--- src/rtl/shot_slot_controller.sv ---
// Shot slot pool: allocates fired shots, moves them once per frame, retires them
// off-screen or on hit, and picks one slot per pixel for the shot bitmap. Optional macro: SHOT_AUTOFIRE_EN.
module shot_slot_controller #(
  parameter int NUM_SLOTS       = 4,
  parameter int SHOT_W          = 16,
  parameter int SHOT_H          = 16,
  parameter int SHOT_SPEED      = 4,
  parameter int COOLDOWN_FRAMES = 8
) (
  input  logic        clk,
  input  logic        resetN,
  input  logic        startOfFrame,
  input  logic [10:0] pixelX,
  input  logic [10:0] pixelY,
  input  logic        fireReq,
  input  logic [10:0] fireX,
  input  logic [10:0] fireY,
  input  logic        shotHit,
  output logic        InsideRectangle,
  output logic [10:0] offsetX,
  output logic [10:0] offsetY,
  output logic        fireAccepted,
  output logic [3:0]  activeCount
);

  localparam int          SLOT_W = (NUM_SLOTS > 1) ? $clog2(NUM_SLOTS) : 1;
  localparam logic [11:0] W12    = 12'(SHOT_W);
  localparam logic [11:0] H12    = 12'(SHOT_H);
  localparam logic [10:0] SPD11  = 11'(SHOT_SPEED);
  localparam logic [7:0]  CD8    = 8'(COOLDOWN_FRAMES);

  logic [NUM_SLOTS-1:0] active_q, active_d;
  logic [10:0]          x_q [NUM_SLOTS];
  logic [10:0]          x_d [NUM_SLOTS];
  logic [10:0]          y_q [NUM_SLOTS];
  logic [10:0]          y_d [NUM_SLOTS];
  logic [7:0]           cooldown_q, cooldown_d;
  logic                 arm_q, arm_d;
  logic                 fire_acc_q, fire_acc_d;
  logic                 inside_q, inside_d;
  logic [10:0]          offset_x_q, offset_x_d;
  logic [10:0]          offset_y_q, offset_y_d;
  logic [SLOT_W-1:0]    draw_slot_q, draw_slot_d;
  logic                 draw_valid_q, draw_valid_d;

  logic                 fire_ok;
  logic                 free_found;
  logic [NUM_SLOTS-1:0] pix_hit;
  logic [3:0]           count;

  // Slot state: hit retire first, then move, cooldown and fire on the frame pulse
  always_comb begin
    active_d   = active_q;
    x_d        = x_q;
    y_d        = y_q;
    cooldown_d = cooldown_q;
    arm_d      = arm_q;
    fire_acc_d = 1'b0;
    fire_ok    = 1'b0;
    free_found = 1'b0;

    for (int i = 0; i < NUM_SLOTS; i++) begin
      if (shotHit && draw_valid_q && (draw_slot_q == SLOT_W'(i))) begin
        active_d[i] = 1'b0;
      end
    end

    if (startOfFrame) begin
      for (int i = 0; i < NUM_SLOTS; i++) begin
        if (active_d[i]) begin
          if (y_q[i] < SPD11) begin
            active_d[i] = 1'b0;
          end else begin
            y_d[i] = y_q[i] - SPD11;
          end
        end
      end

      if (cooldown_q != 8'd0) begin
        cooldown_d = cooldown_q - 8'd1;
      end

      fire_ok = fireReq && (cooldown_q == 8'd0) && arm_q;
      for (int i = 0; i < NUM_SLOTS; i++) begin
        if (fire_ok && !free_found && !active_d[i]) begin
          free_found  = 1'b1;
          active_d[i] = 1'b1;
          x_d[i]      = fireX;
          y_d[i]      = fireY;
        end
      end

      if (free_found) begin
        cooldown_d = CD8;
        fire_acc_d = 1'b1;
      end

`ifdef SHOT_AUTOFIRE_EN
      arm_d = 1'b1;
`else
      if (free_found) begin
        arm_d = 1'b0;
      end else if (!fireReq) begin
        arm_d = 1'b1;
      end
`endif
    end
  end

  // Bounds are compared 12 bits wide so X+SHOT_W near the screen edge cannot wrap
  always_comb begin
    pix_hit = '0;
    for (int i = 0; i < NUM_SLOTS; i++) begin
      pix_hit[i] = active_q[i]
                && (pixelX >= x_q[i]) && ({1'b0, pixelX} < ({1'b0, x_q[i]} + W12))
                && (pixelY >= y_q[i]) && ({1'b0, pixelY} < ({1'b0, y_q[i]} + H12));
    end
  end

  // Descending scan so the lowest-index hitting slot is the last writer
  always_comb begin
    inside_d     = 1'b0;
    offset_x_d   = '0;
    offset_y_d   = '0;
    draw_slot_d  = '0;
    draw_valid_d = 1'b0;
    for (int i = NUM_SLOTS - 1; i >= 0; i--) begin
      if (pix_hit[i]) begin
        inside_d     = 1'b1;
        offset_x_d   = pixelX - x_q[i];
        offset_y_d   = pixelY - y_q[i];
        draw_slot_d  = SLOT_W'(i);
        draw_valid_d = 1'b1;
      end
    end
  end

  always_comb begin
    count = 4'd0;
    for (int i = 0; i < NUM_SLOTS; i++) begin
      count = count + 4'(active_q[i]);
    end
  end

  always_ff @(posedge clk or negedge resetN) begin
    if (!resetN) begin
      active_q     <= '0;
      for (int i = 0; i < NUM_SLOTS; i++) begin
        x_q[i] <= '0;
        y_q[i] <= '0;
      end
      cooldown_q   <= 8'd0;
      arm_q        <= 1'b1;
      fire_acc_q   <= 1'b0;
      inside_q     <= 1'b0;
      offset_x_q   <= '0;
      offset_y_q   <= '0;
      draw_slot_q  <= '0;
      draw_valid_q <= 1'b0;
    end else begin
      active_q     <= active_d;
      x_q          <= x_d;
      y_q          <= y_d;
      cooldown_q   <= cooldown_d;
      arm_q        <= arm_d;
      fire_acc_q   <= fire_acc_d;
      inside_q     <= inside_d;
      offset_x_q   <= offset_x_d;
      offset_y_q   <= offset_y_d;
      draw_slot_q  <= draw_slot_d;
      draw_valid_q <= draw_valid_d;
    end
  end

  assign InsideRectangle = inside_q;
  assign offsetX         = offset_x_q;
  assign offsetY         = offset_y_q;
  assign fireAccepted    = fire_acc_q;
  assign activeCount     = count;

endmodule

--- config.mk ---
export PLATFORM = sky130hd
export DESIGN_NAME = shot_slot_controller
export DESIGN_NICKNAME = d
export VERILOG_FILES = /design/src/rtl/shot_slot_controller.sv
export SDC_FILE = /design/constraint.sdc
export NUM_CORES = 1
export LEC_CHECK = 0
export CORE_MARGIN = 2
export CORE_UTILIZATION = 62
export DETAILED_ROUTE_END_ITERATION = 8
export MAX_ROUTING_LAYER = met4
export PLACE_DENSITY = 0.83
export SYNTH_ARGS = -nofsm -noshare
export SYNTH_HDL_FRONTEND = slang
export SYNTH_SLANG_ARGS = --single-unit
--- constraint.sdc ---
create_clock -name clk -period 4.1 [get_ports clk]
set_input_delay 0.615 -clock clk [delete_from_list [all_inputs] [get_ports clk]]
set_output_delay 0.615 -clock clk [all_outputs]
set_load 0.05 [all_outputs]
# == Word-level counts from Yosys, hierarchy flattened ==
# Cells that the tools add are included.
# totals
reg_bits,127
inputBits,49
out_inout_bits,28
# op_classes
addsub,24
order_cmp,20
eq_ne,8
mux,63
reduce_logical,55
# op_table
cell,n
11-bit 2-to-1 mux,20
11-bit by 5-bit adder with 12-bit output (second input constant),8
11-bit by 12-bit < comparator with 1-bit output,8
11-bit >= comparator,8
11-bit subtractor,8
11-bit by 3-bit < comparator with 1-bit output (second input constant),4
11-bit by 3-bit subtractor with 11-bit output (second input constant),4
1-bit 2-to-1 mux,36
1-bit logical AND,30
8-bit 2-to-1 mux,2
2-bit AND reduction,6
3-bit AND reduction,4
2-bit by 1-bit inequality test with 1-bit output (second input constant),5
2-bit nonzero test,5
8-bit zero test,1
2-bit 2-to-1 mux,4
8-bit nonzero test,1
8-bit by 1-bit subtractor with 8-bit output (second input constant),1
1-bit zero test,7
3-bit by 1-bit adder with 4-bit output,1
2-bit == test (second input constant),2
4-bit 2-to-1 mux,1
2-bit by 1-bit adder with 3-bit output,1
1-bit by 1-bit adder with 2-bit output,1
other kinds (2),2

# == Longest topological paths before layout ==
# logic_depth
depth_word,26
depth_mapped,15
mapped_depth_nobuf,13

# == Least setup slack after synthesis ==
# No wires, ideal clock.
# synth_path
kind,input-to-reg
start,input port pixelY[0]
end,register offset_y_q[4] (netlist: offsetY[4])
setup_time_ps,87
t_arrival_ps,3113
t_required_ps,4013
slack_ps,901
path_stages,13
path_buffers,1
path_cell_list,inv_1 > ha_1 > inv_1 > fa_1 > a211oi_1 > o31a_1 > nor3_1 > o32a_1 > or4_4 > nor3b_4 > buf_6 > nand2_2 > a211oi_2
# synth_between
elab_chain_len,7
# synth_lines
element,line,rtl
from (decl),14,"input logic [10:0] pixelY,"
11-bit >= comparator,116,"&& (pixelY >= y_q[i]) && ({1'b0, pixelY} < ({1'b0, y_q[i]} + H12));"
1-bit logical AND (2 in a row),116,
11-bit 2-to-1 mux (3 in a row),128,if (pix_hit[i]) begin
11-bit 2-to-1 mux *,128,
named net offset_y_d[4],42,"logic [10:0] offset_y_q, offset_y_d;"
to (signal assigned),169,offset_y_q <= offset_y_d;
to (decl),42,
# Mark *: on every way through the listed nets, which the timed path passes. The rest lies on a longest branch.
# A chain may end at the register's enable or synchronous reset.

# == Final worst setup path ==
# layout_path
start,register y_q[41] in the netlist's numbering
end,register offset_x_q[6] (netlist: offsetX[6])
# layout_between
elab_chain_len,4
# layout_lines
element,line,rtl
from (decl),35,logic [10:0] y_q [NUM_SLOTS];
from (signal assigned),163,y_q <= y_d;
11-bit by 5-bit adder with 12-bit output / 11-bit >= comparator (equally long branches),116,
11-bit by 12-bit < comparator with 1-bit output / 1-bit logical AND (equally long branches),116,
1-bit logical AND *,116,
11-bit 2-to-1 mux *,128,
named net offset_x_d[6],41,"logic [10:0] offset_x_q, offset_x_d;"
to (signal assigned),168,offset_x_q <= offset_x_d;
to (decl),41,
# Marks and branches as above.

==> run metrics <==
status=complete, no violations; antenna violations before repair=0; # H-tree levels=4; Layout Nets=1793; critical path peak fanout=18; share of cells above drive strength 1=10.1%; clk buf depth=2; Worst VDD drop=0.385 mV; Layout area overhead=15.3%; hold buffer count at CTS=0; average size of a mapped cell=8.43 um2; vias in the first global route=11600; Setup CP Type=reg -> reg; cts repair resizes=0; most frequent cells in the layout=164 x ha_1, 130 x inv_1, 126 x dfrtp_1; Final Skew=0.0126 ns; ys async rst share=100%; cells along the critical path=inv_1 > nor3_1 > nand3_1 > xnor2_1 > ha_1 > o32a_1 > a221oi_1 > o21ai_0 > buf_4 > a41oi_1 > nand3_1 > buf_4 > and3_1 > a311oi_1; site row count=51; largest net degree at the start of global routing=102; DP HPWL=29900 um; number of max-cap violations=0; CP peak stage delay=0.41 ns; Peak Freq=266 MHz; final setup TNS=0 ns; library cells used by synthesis=81; clock sinks=127; Yosys warnings=0; largest cells by area after synthesis=dfrtp_1 26%, ha_1 17%, xnor2_1 5.2%; total track usage=37.6%; CP Depth=14; antenna viol nets, final=0; effective utilization at floorplan=63.3%; crit path capture type=register; Worst Path Required=4.42 ns; root buffer cell=clkbuf_16; actual slew at the worst max-slew pin=1.09 ns; via count=11900; CTS tree=yes; worst hold-check path type=in -> async; pwr dens=456 mW/mm2; # diodes=0; TritonCTS buffer count=17; Syn Std Cell Area=0.0124 mm2; post-DR vias/cell=6.45; number of synthesized flops with an enable pin=0; core footprint=0.0195 mm2; wire length per cell=20.8 um; post-layout min period=3.76 ns; Remaining Overflow, GRT=0; share of the synthesized area in the top cell type=25.5%; Primary FF master, synth=dfrtp_1; Power Total=6.49 mW; most common cell after layout, fill and taps aside=ha_1; Die Wd=145 um; # setup viols final=0; crit path launch type=register; clk slew on worst S/H paths=0.07 ns; max_slew headroom=26.8%; worst-skew pair later-pin latency=0.44 ns; Leak=6.34 nW; Worst Path Buf+Inv=3; worst reg-to-reg path cell count=14; fin. max-slew vios=0; TritonRoute pass-1 iters=6; Final WS setup=0.337 ns; CP top delay family=compound AO/OA/AOI/OAI gates; Worst path slowest cell=dfrtp_1; final hold viol count=0; placer congestion estimate=1.01; first-pass GRT wire length=60900 um; syn nets=1687; Post-CTS Setup Bufs=0; die area=0.0211 mm2; drt first-iter violations=1282; Synth Register Bits=127; Setup WS pre-CTS=0.151 ns; largest area contributor in the netlist=dfrtp_1; fin crit share=91.8%; Die H=145 um; drt total wl=38400 um; Gate Count Post-Synth=1465; DRC=0; placed inst area=0.0137 mm2; # port buffers=75; Final Instance Area=0.0142 mm2; RSZ-0062 raised after global routing=no; I/O pins=77; Worst EP arrival=4.08 ns; sequential share of the synthesized area=25.7%
-- metrics by stage --
step | utilization (%) | hold WS (ns) | std cells
CTS | 72.9 | 0.327 | 1849
finish | 72.9 | 0.277 | 1849
global placement | 70.1 | 0.476 | 1817
global route | 72.9 | 0.380 | 1849
floorplan | - | 0.319 | 1465
detailed placement | 70.1 | 0.488 | 1817
-- path summary, 6_finish.rpt --
kind,slack (ns),to,startpoint
max,0.34,offsetX[6],y_q[41]
max reg2reg,0.34,offsetX[6],y_q[41]
min in group clk,0.50,cooldown_q[4],cooldown_q[4]
min,0.28,x_q[38],resetN
max in group asynchronous,2.88,offsetX[2],resetN
min reg2reg,0.50,cooldown_q[4],cooldown_q[4]
-- routing by layer --
| metal | vias to the layer above | track usage (%) | share of wire [%] |
|---|---|---|---|
| li1 | 5535 | - | - |
| met1 | 5722 | 50.7 | 43 |
| met2 | 585 | 56.8 | 44 |
| met3 | 89 | 7.45 | 9.6 |
| met4 | 0 | 13.2 | 3.2 |
| met5 | - | - | 0 |
-- worst register-to-register path: stages (launching register included) --
cell      delay, ns
dfrtp_1        0.41
inv_1          0.13
nor3_1         0.26
nand3_1        0.15
xnor2_1        0.24
ha_1           0.27
o32a_1         0.33
a221oi_1       0.28
o21ai_0        0.14
buf_4          0.16
a41oi_1        0.28
nand3_1        0.19
buf_4          0.24
and3_1         0.22
a311oi_1       0.32
-- where the power goes --
part	switching (mW)	internal, mW	leakage, nW
Sequential	0.255	1.48	1.65
Clock	0.670	0.844	0.266
Combinational	1.92	1.32	4.43
-- cell type report --
class | instances | area [um2]
multi-input cells | 1167 | 8510
inverters | 131 | 492
clock inverters | 14 | 134
repair buffers | 127 | 1170
flip-flops and latches | 127 | 3180
fillers | 1516 | 5280
clock buffers | 18 | 429
well taps | 265 | 332
-- sequential cells by signal, summed over array words and instances, names as in the netlist --
name	count
offsetY	11
fireAccepted	1
cooldown_q	8
x_q	44
active_q	4
offsetX	11
draw_slot_q	2
y_q	44
draw_valid_q	1
arm_q	1
-- synth_stat cells, drive strengths merged, types with 5 or more instances --
cell and instances:
nor3 49, or2 9, o21a 13, nand3 55
o211ai 12, mux2 41, a211oi 25, buf 14
nand2 75, a31oi 27, nand2b 18, nand4 17
fa 9, inv 131, clkbuf 26, o31ai 9
a21o 27, o21ai 108, xnor2 74, nor3b 5
o2111ai 5, nor2 110, a221oi 7, o22ai 11
ha 164, and3 25, xor2 22, nand3b 6
nor4 8, dfrtp 126, nor2b 22, a311oi 8
a2111oi 5, o21bai 10, a21oi 116, or3 15
-- kinds of logic (layout without fill, tap and decap cells) --
kind of cell | Yosys count | in the layout | synth area share [%]
mux | 45 | 45 | 4.06
fa+ha+maj | 173 | 173 | 18.1
xor+xnor | 96 | 96 | 6.80
flops | 127 | 127 | 25.7
other cells | 1 | 1 | 0.0303
simple gates | 425 | 425 | 17.6
buf+inv | 171 | 290 | 5.41
compound gates | 427 | 427 | 22.3
(Power assumes the default switching activity.)
